--- src/rtl/pc_sequencer_pkg.sv ---
// Shared definitions for the Hack-style fetch/execute sequencer:
// state encoding, jump-bit positions and the fetch timeout counter width.
package pc_sequencer_pkg;

  typedef enum logic [2:0] {
    ST_BOOT   = 3'd0,
    ST_IDLE   = 3'd1,
    ST_FETCH  = 3'd2,
    ST_EXEC   = 3'd3,
    ST_UPDATE = 3'd4
  } seq_state_e;

  localparam int JLT_BIT   = 2;
  localparam int JEQ_BIT   = 1;
  localparam int JGT_BIT   = 0;
  localparam int CINST_BIT = 15;

  localparam int TMO_CNT_W = 8;

endpackage

--- src/rtl/pc_sequencer_jump_cond.sv ---
// Combinational Hack jump evaluator: maps the j1..j3 bits and ALU flags to a
// take/no-take decision. The caller gates it with the C-instruction bit.
module pc_sequencer_jump_cond
  import pc_sequencer_pkg::*;
(
  input  logic [2:0] i_jmp,
  input  logic       i_zr,
  input  logic       i_ng,
  output logic       o_take
);

  assign o_take = (i_jmp[JLT_BIT] & i_ng)
                | (i_jmp[JEQ_BIT] & i_zr)
                | (i_jmp[JGT_BIT] & ~i_ng & ~i_zr);

endmodule

--- src/rtl/pc_sequencer.sv ---
// Multi-cycle fetch/execute controller driving the Hack PC register.
// Handshake: imem_req is held for the whole FETCH state; a cycle with imem_ack=1 transfers instr.
module pc_sequencer
  import pc_sequencer_pkg::*;
#(
  parameter int WIDTH         = 16,
  parameter int FETCH_TIMEOUT = 15
) (
  input  logic             clock,
  input  logic             reset,
  input  logic             run,
  input  logic [WIDTH-1:0] pc,
  output logic             imem_req,
  output logic [WIDTH-1:0] imem_addr,
  input  logic             imem_ack,
  input  logic [15:0]      instr,
  output logic [15:0]      ir,
  output logic             exec_en,
  input  logic             alu_zr,
  input  logic             alu_ng,
  input  logic [WIDTH-1:0] a_reg,
  output logic             pc_reset,
  output logic             pc_load,
  output logic             pc_inc,
  output logic [WIDTH-1:0] pc_target,
  output logic             busy,
  output logic             halted,
  output logic             fault,
  output seq_state_e       dbg_state
);

  localparam bit                 TMO_EN   = (FETCH_TIMEOUT != 0);
  localparam logic [TMO_CNT_W-1:0] TMO_LAST =
    TMO_CNT_W'(TMO_EN ? FETCH_TIMEOUT - 1 : 0);

  seq_state_e           r_state;
  seq_state_e           w_state_nxt;
  logic [15:0]          r_ir;
  logic [WIDTH-1:0]     r_target;
  logic                 r_take;
  logic [TMO_CNT_W-1:0] r_cnt;
  logic                 r_halted;
  logic                 r_fault;

  logic w_ir_load;
  logic w_cnt_inc;
  logic w_cnt_clr;
  logic w_exec_cap;
  logic w_halt_set;
  logic w_fault_set;
  logic w_jump_raw;
  logic w_take;

  pc_sequencer_jump_cond u_jump_cond (
    .i_jmp  (r_ir[2:0]),
    .i_zr   (alu_zr),
    .i_ng   (alu_ng),
    .o_take (w_jump_raw)
  );

  // A-instructions never jump regardless of their low bits.
  assign w_take = r_ir[CINST_BIT] & w_jump_raw;

  always_ff @(posedge clock or negedge reset) begin
    if (!reset) begin
      r_state <= ST_BOOT;
    end else begin
      r_state <= w_state_nxt;
    end
  end

  always_comb begin
    w_state_nxt = r_state;
    w_ir_load   = 1'b0;
    w_cnt_inc   = 1'b0;
    w_cnt_clr   = 1'b0;
    w_exec_cap  = 1'b0;
    w_halt_set  = 1'b0;
    w_fault_set = 1'b0;
    imem_req    = 1'b0;
    imem_addr   = '0;
    exec_en     = 1'b0;
    pc_reset    = 1'b0;
    pc_load     = 1'b0;
    pc_inc      = 1'b0;
    pc_target   = '0;
    busy        = 1'b0;
    case (r_state)
      ST_BOOT: begin
        pc_reset    = 1'b1;
        w_state_nxt = ST_IDLE;
      end
      ST_IDLE: begin
        if (run && !r_halted) w_state_nxt = ST_FETCH;
      end
      ST_FETCH: begin
        imem_req  = 1'b1;
        imem_addr = pc;
        busy      = 1'b1;
        // Ack wins over the timeout on the final allowed cycle.
        if (imem_ack) begin
          w_ir_load   = 1'b1;
          w_cnt_clr   = 1'b1;
          w_state_nxt = ST_EXEC;
        end else if (TMO_EN && (r_cnt == TMO_LAST)) begin
          w_fault_set = 1'b1;
          w_halt_set  = 1'b1;
          w_cnt_clr   = 1'b1;
          w_state_nxt = ST_IDLE;
        end else begin
          w_cnt_inc = 1'b1;
        end
      end
      ST_EXEC: begin
        exec_en     = 1'b1;
        busy        = 1'b1;
        w_exec_cap  = 1'b1;
        w_state_nxt = ST_UPDATE;
      end
      ST_UPDATE: begin
        busy = 1'b1;
        if (r_take) begin
          pc_load   = 1'b1;
          pc_target = r_target;
        end else begin
          pc_inc = 1'b1;
        end
        // A jump to itself is the Hack idiom for "stop"; the load still goes out.
        if (r_take && (r_target == pc)) begin
          w_halt_set  = 1'b1;
          w_state_nxt = ST_IDLE;
        end else if (run) begin
          w_state_nxt = ST_FETCH;
        end else begin
          w_state_nxt = ST_IDLE;
        end
      end
      default: begin
        w_state_nxt = ST_BOOT;
      end
    endcase
  end

  always_ff @(posedge clock or negedge reset) begin
    if (!reset) begin
      r_ir     <= '0;
      r_target <= '0;
      r_take   <= 1'b0;
      r_cnt    <= '0;
      r_halted <= 1'b0;
      r_fault  <= 1'b0;
    end else begin
      if (w_ir_load) r_ir <= instr;
      if (w_cnt_clr) begin
        r_cnt <= '0;
      end else if (w_cnt_inc) begin
        r_cnt <= r_cnt + TMO_CNT_W'(1);
      end
      if (w_exec_cap) begin
        r_target <= a_reg;
        r_take   <= w_take;
      end
      if (w_halt_set)  r_halted <= 1'b1;
      if (w_fault_set) r_fault  <= 1'b1;
    end
  end

  assign ir        = r_ir;
  assign halted    = r_halted;
  assign fault     = r_fault;
  assign dbg_state = r_state;

endmodule
--- config.mk ---
export PLATFORM = sky130hd
export DESIGN_NAME = pc_sequencer
export DESIGN_NICKNAME = d
export VERILOG_FILES = /design/src/rtl/pc_sequencer_pkg.sv /design/src/rtl/pc_sequencer_jump_cond.sv /design/src/rtl/pc_sequencer.sv
export SDC_FILE = /design/constraint.sdc
export NUM_CORES = 1
export LEC_CHECK = 0
export BUFFER_PORTS_ARGS = -buffer_cell sky130_fd_sc_hd__buf_2
export CAP_MARGIN = 40
export CORE_MARGIN = 1.5
export CORE_UTILIZATION = 45
export CTS_BUF_LIST = sky130_fd_sc_hd__clkbuf_8
export DETAILED_ROUTE_END_ITERATION = 7
export GPL_ROUTABILITY_DRIVEN = 0
export PLACE_DENSITY = 0.86
export SYNTH_ARGS = -nofsm -noshare
export SYNTH_HDL_FRONTEND = slang
export SYNTH_HIERARCHICAL = 1
export SYNTH_SLANG_ARGS = --single-unit
--- constraint.sdc ---
create_clock -name clock -period 4.95 [get_ports clock]
set_clock_uncertainty 0.1 [all_clocks]
set_input_delay 1.2375 -clock clock [delete_from_list [all_inputs] [get_ports clock]]
set_output_delay 1.2375 -clock clock [all_outputs]
set_load 0.01 [all_outputs]
Word level (Yosys, flattened, before mapping)
Index checks and enable logic that the tools add are counted.
Word-level totals
  register bits: 46
  latch bits: 0
  bits in writable memories: 0
  ROM bits: 0
  bits of input ports: 54
  output and inout bits: 59
  word-level logic and storage cells: 63
  memories kept: 0
Cells by class
  add/sub/neg operators: 1
  $mul: 0
  div/mod/pow operators: 0
  magnitude comparators: 0
  eq/ne operators: 8
  shifts and indexed selects: 0
  muxes and demuxes: 31
  bitwise operators: 9
  reductions and logical operators: 7
Operator list (count)
  two-way mux 16 bit: 3
  two-way mux 1 bit: 19
  equality test 16 bit: 1
  two-way mux 8 bit: 2
  case mux 3 bit (5 select lines): 1
  two-way mux 3 bit: 3
  adder 8 x 1 -> 8 bit, second input constant: 1
  equality test 8 x 4 -> 1 bit, second input constant: 1
  equality test 3 x 2 -> 1 bit, second input constant: 2
  bitwise AND 1 bit: 5
  two-way mux 2 bit: 2
  equality test 3 x 1 -> 1 bit, second input constant: 1
  equality test 3 bit, second input constant: 1
  zero test 3 bit: 1
  != test 3 bit, second input constant: 1
  OR reduction 3 bit: 1
  logical AND 1 bit: 2
  != test 2 bit, second input constant: 1
  NOT 1 bit: 2
  OR 1 bit: 2
  case mux 1 bit (2 select lines): 1
  AND reduction 2 bit: 1
  nonzero test 2 bit: 1
  zero test 1 bit: 1

Longest topological paths before layout
Gate-level depths: netlist of the first run.
  depth after elaboration: 6
  mapped depth: 7
  gate-level depth less buffers: 6

Hierarchy
Netlist of the first run, hierarchy kept.
By module, submodules not included
  pc_sequencer: instances 1, cells each 241, area an instance 2442.3 sq um, sequential area each 1151.1 sq um
  pc_sequencer_jump_cond: instances 1, cells each 2, area an instance 17.5 sq um, sequential area each 0.0 sq um

Worst setup path before layout of the first run
No wires, ideal clock.
  kind: reg2out
  start point: reg r_state[1] (netlist: dbg_state[1])
  end point: out pc_target[10]
  arrival time: 1.391 ns
  required time: 3.613 ns
  path slack: 2.222 ns
  stages on the path, launching flop included: 7
  path buffers: 3
  path through: dfrtp_1 > buf_6 > nor2_1 > and3_1 > clkbuf_1 > buf_2 > and2_1
Between the ends
  cells in the longest elaborated chain, start to end: 2
RTL lines
  start: declaration: line pc_sequencer.sv:36  | seq_state_e r_state;
  start signal: assignment: line pc_sequencer.sv:68  | r_state <= w_state_nxt;
  equality test 3 bit: line pc_sequencer.sv:88  | case (r_state)
  two-way mux 16 bit: line pc_sequencer.sv:88
  end: declaration: line pc_sequencer.sv:25  | output logic [WIDTH-1:0] pc_target,
Every way passes these cells.

Worst setup path in the final report of the first run
  start point: reg r_state[2] (netlist: dbg_state[2])
  end point: out exec_en
Between the ends
  cells in the longest elaborated chain, start to end: 2
RTL lines
  equality test 3 x 2 -> 1 bit: line pc_sequencer.sv:88
  two-way mux 1 bit: line pc_sequencer.sv:88
  end: declaration: line pc_sequencer.sv:18  | output logic exec_en,
Every way passes these cells.

==> flow_summary.ini, run 1 <==
[status]
status = completed

[sta]
worst_pin_slew_ps = 931.5
finalHoldViolations = 0
rsz0062_at_grt = no
tns_ps = 0
hold_slack_ps = 365.7
fin_crit_sh_pct = 70.19
fmax_ghz = 0.2878
final_max_slew_viol_count = 0
relSlewSlack_pct = 37.83
period_needed_ps = 3474
setup_viol = 0

[die]
pin_count = 113
row_count = 26
die_area_mm2 = 0.005919
coreArea_mm2 = 0.005172
die_height_um = 76.94
fp.dieW_um = 76.94
start_util_pct = 47.56

[synthesis]
yosys_warnings = 6
ys_seq_area_share_pct = 46.80
yosys.area_share.xor_xnor_pct = 7.833
synth_adder_area_share_pct = 1.017
synth_top_family_by_area = simple AND/OR/NAND/NOR gates
synth_flop_cell = dfrtp_1
yosysTopAreaCell = dfrtp_1
yosysMostFrequentCell = nand2_1
netlist.area_leader.share_pct = 46.80
synth_area_mm2 = 0.002460
synth_common_cells = 53 x nand2_1, 46 x dfrtp_1, 35 x and2_1, 21 x xor2_1
syn_nets = 299
synth_compound_area_share_pct = 4.527
synthCells = 243
synth.avg_cell_area_um2 = 10.12
synth_edf_count = 0
synthTopCellsByArea = dfrtp_1 47%, and2_1 8.9%, nand2_1 8.1%
synth-seq-cells = 46
synth-simple-area-share_pct = 25.53
async_flop_share_pct = 100.0
muxShareOfSynthArea_pct = 9.257
synthDistinctLibCells = 45

[finish]
final_util_pct = 60.98
n_antenna_cell = 0
nets = 408
syn2layout_area_growth_pct = 28.23
instances_no_fill = 423
finalInstanceArea_mm2 = 0.003154
drive_gt1_share_pct = 39.94
nFillCells = 427

[clock_network]
clkTransAtPathRegs_ps = 90
cts_resized = 0
cts_tree = done
hold_buffers = 0
cts_htree_levels = 2
clk_latency_ps = 300
clockRootBuffer = clkbuf_8
cts_max_path_buffers = 2
numCtsBuffers = 5
cts_num_sinks = 46
post_cts_buffers = 0

[detailed_routing]
vias = 2100
drt-total-wl_um = 6087
drt_first_pass_iters = 4
drt-initial-drc-count = 110
viasPerCell = 4.965
ant_nets = 0
drcViolationCount = 0
avgRoutedWirePerCell_um = 14.39

[placed_design]
placedInstanceArea_mm2 = 0.003042
dp_cells = 415
port_buffers = 112
hpwl_um = 4534

[critical_path]
r2r_end = ir[3]
rr_startpoint = dbg_state[0]
reg2reg_slack_ps = 2570
crit_path_start_kind = flop
worst-path-max-fanout = 19
end_kind = output port
crit_required_ps = 3610
r2r_cells = 3
critPathArrivalTime_ps = 2140
critical_path_class = reg -> out

[min_path]
hold_end = fault
hold-path-cell-count = 1
hold_start = fault
holdCritPathClass = reg -> reg

[grt]
first_global_vias = 2045
grt_use_total_pct = 21.52
overflow = 0
grt_pass1_wl_um = 9867
antenna_found_initial = 0
grt_max_degree = 28

[power_and_ir_drop]
worst_ir_drop_vdd_mv = 0.3006
leakage_nw = 1.754
power_density_mw_per_mm2 = 530.4

[job]
maxCapViolations = 0
## logic make-up (layout without fill, tap and decap cells)
| logic type | count (synthesis) | after routing |
|---|---|---|
| compound gates | 15 | 15 |
| xor+xnor | 22 | 22 |
| fa+ha+maj | 2 | 2 |
| buf+inv | 19 | 129 |
| flops | 46 | 46 |
| mux | 17 | 17 |
| simple gates | 122 | 122 |
## sequential cells by signal, summed over array words and instances (netlist names)
| register | cells |
|---|---|
| r_cnt | 8 |
| fault | 1 |
| halted | 1 |
| r_target | 16 |
| ir | 16 |
| dbg_state | 3 |
| r_take | 1 |
## critical path: stages, from the launching register on
cell and delay [ps]:
dfrtp_1 560, inv_1 150, nand3_2 310, clkinv_1 510, buf_2 310
## through the flow
stage                     total power [mW]  setup slack (ps)
after floorplan                      1.173              2222
after global placement               1.356              1905
after detailed placement             1.392              1798
after CTS                            1.687              1452
after global routing                 1.788              1279
final                                1.673              1476
## where the power goes
group | internal [mW] | total (mW) | switching (mW) | leakage [nW]
combinational | 0.329 | 0.681 | 0.352 | 1.12
clock | 0.151 | 0.284 | 0.132 | 0.0585
sequential | 0.550 | 0.708 | 0.158 | 0.575
total | 1.03 | 1.67 | 0.642 | 1.75
## final cells by class
type                    count  area [um^2]  area share [%]
repair buffers            113        588.1           18.64
well taps                  70        87.58           2.777
clock buffers               5        68.82           2.182
inverters                   8        30.03          0.9520
clock inverters             3        43.79           1.388
multi-input cells         178         1185           37.56
flip-flops and latches     46         1151           36.49
## worst max path at each step
stage / start / endpoint / slack, ps
after floorplan: dbg_state[1] / pc_target[10] / 2220
after global placement: dbg_state[2] / exec_en / 1910
after detailed placement: dbg_state[2] / exec_en / 1800
after CTS: dbg_state[2] / exec_en / 1450
after global routing: dbg_state[2] / exec_en / 1280
final: dbg_state[2] / exec_en / 1480
## routing by layer
layer | up-vias | GRT usage [%] | wire length [um]
met2 | 87 | 36.73 | 3100
met5 | - | 0 | 0
met1 | 983 | 25.61 | 2456
met3 | 18 | 4.762 | 333
li1 | 1012 | - | -
met4 | 0 | 10.19 | 196
## cells in the final DEF (no fill, tap or decap), drive strengths merged, types with 3 or more instances in the layout
master / Yosys / layout
and2: 36 / 36
buf: 7 / 113
clkbuf: 4 / 5
dfrtp: 46 / 46
inv: 7 / 8
mux2: 16 / 16
nand2: 53 / 53
nand3: 6 / 6
nand4: 3 / 3
nor2: 10 / 10
nor4: 3 / 3
o21ai: 3 / 3
xor2: 21 / 21
No activity file was read; power rests on OpenSTA's default activity.
==> run 2, diff against run 1 <==
--- a/config.mk
+++ b/config.mk
@@ -8,11 +8,11 @@
 export BUFFER_PORTS_ARGS = -buffer_cell sky130_fd_sc_hd__buf_2
 export CAP_MARGIN = 40
 export CORE_MARGIN = 1.5
-export CORE_UTILIZATION = 45
+export CORE_UTILIZATION = 44
 export CTS_BUF_LIST = sky130_fd_sc_hd__clkbuf_8
 export DETAILED_ROUTE_END_ITERATION = 7
 export GPL_ROUTABILITY_DRIVEN = 0
-export PLACE_DENSITY = 0.86
+export PLACE_DENSITY = 0.88
 export SYNTH_ARGS = -nofsm -noshare
 export SYNTH_HDL_FRONTEND = slang
 export SYNTH_HIERARCHICAL = 1
==> constraint.sdc (replaced) <==
create_clock -name clock -period 2.8 [get_ports clock]
set_clock_uncertainty 0.1 [all_clocks]
set_input_delay 0.7 -clock clock [delete_from_list [all_inputs] [get_ports clock]]
set_output_delay 0.7 -clock clock [all_outputs]
set_load 0.01 [all_outputs]
==> flow_summary.ini, run 2 (synthesis results as in run 1) <==
[clock_network]
clockRootBuffer = clkbuf_8
cts_tree = done
cts_max_path_buffers = 2
hold_buffers = 0
cts_resized = 0
cts_num_sinks = 46
clkTransAtPathRegs_ps = 80
numCtsBuffers = 5
post_cts_buffers = 0
cts_htree_levels = 2
clk_latency_ps = 300

[grt]
first_global_vias = 1933
antenna_found_initial = 0
overflow = 0
grt_max_degree = 47
grt_use_total_pct = 19.59
grt_pass1_wl_um = 9280

[finish]
final_common_cell = buf_2
syn2layout_area_growth_pct = 27.72
n_antenna_cell = 0
drive_gt1_share_pct = 40.45
finalInstanceArea_mm2 = 0.003142
final_cell_mix = 112 x buf_2, 53 x nand2_1, 46 x dfrtp_1
nets = 411

[die]
pin_count = 113
die_area_mm2 = 0.006048
row_count = 27
coreArea_mm2 = 0.005439
start_util_pct = 45.23
die_height_um = 77.77
fp.dieW_um = 77.77

[detailed_routing]
avgRoutedWirePerCell_um = 13.29
drt-initial-drc-count = 78
vias = 2083
viasPerCell = 4.867
drcViolationCount = 0
drt-total-wl_um = 5686
ant_nets = 0
drt_first_pass_iters = 4

[sta]
worst_pin_slew_ps = 611.9
relSlewSlack_pct = 59.16
rsz0062_at_grt = no
tns_ps = 0
fmax_ghz = 0.3858
hold_slack_ps = 364.1
final_max_slew_viol_count = 0
period_needed_ps = 2592
finalHoldViolations = 0
fin_crit_sh_pct = 92.57
setup_viol = 0
timing.final.ws_setup_ps = 207.9

[placed_design]
hpwl_um = 4317
port_buffers = 112
place_ws_ps = 474.2
placedInstanceArea_mm2 = 0.003047

[critical_path]
critPathSlowestCell = dfrtp_1
end_kind = output port
critPathArrivalTime_ps = 1790
worst-path-max-fanout = 17
cp_cell_sequence = nor2_1, and3_1, and2_1, buf_2
worst_path_largest_cell_delay_ps = 500
crit_required_ps = 2000
crit_path_start_kind = flop
critical_path_class = reg -> out

[power_and_ir_drop]
power_density_mw_per_mm2 = 917.5
worst_ir_drop_vdd_mv = 0.4326
power_mw = 2.883
leakage_nw = 1.749

[status]
status = completed

[min_path]
holdCritPathClass = reg -> reg

[job]
maxCapViolations = 0
==> run 2: stage by stage <==
| step | util, % | cells |
|---|---|---|
| final | 57.76 | 428 |
| after global routing | 57.76 | 428 |
| after CTS | 57.76 | 428 |
| after detailed placement | 56.02 | 420 |
| after global placement | 56.02 | 420 |
| after floorplan | - | 243 |
==> run 2: where the power goes <==
| group | internal, mW | switching [mW] | total [mW] |
|---|---|---|---|
| Clock | 0.198 | 0.218 | 0.416 |
| Combinational | 0.598 | 0.599 | 1.20 |
| Sequential | 0.973 | 0.297 | 1.27 |
| Total | 1.77 | 1.11 | 2.88 |
==> run 2: final timing paths <==
| path | cells past startpoint | endpoint | slack, ps | startpoint |
|---|---|---|---|---|
| min in group asynchronous | 2 | ir[4] | 370 | reset |
| hold / removal | 1 | fault | 360 | fault |
| setup / recovery | 4 | pc_target[6] | 210 | dbg_state[0] |
| hold reg to reg | 1 | fault | 360 | fault |
| max in group asynchronous | 2 | r_target[0] | 1830 | reset |
| setup reg to reg | 4 | ir[1] | 510 | dbg_state[0] |
==> run 2: layer usage <==
metal,routed length [um],GRT usage (%),up-vias
met4,91,7.273,0
met5,0,0,-
met1,2493,25.94,993
met3,288,4.000,7
met2,2812,31.57,68
li1,-,-,1015
==> run 2: cell type report <==
type,instances,area [um^2]
Timing Repair Buffer,116,590.6
Multi-Input combinational cell,178,1185
Sequential cell,46,1151
Fill cell,469,2297
Inverter,8,30.03
Tap cell,72,90.09
Clock inverter,2,12.51
Clock buffer,6,82.58
==> run 2: critical path: cells and delay by family, from the launching register on <==
kind / cells / cell delay [ps]
buf+inv: 1 / 130
simple gates: 3 / 860
flops: 1 / 500
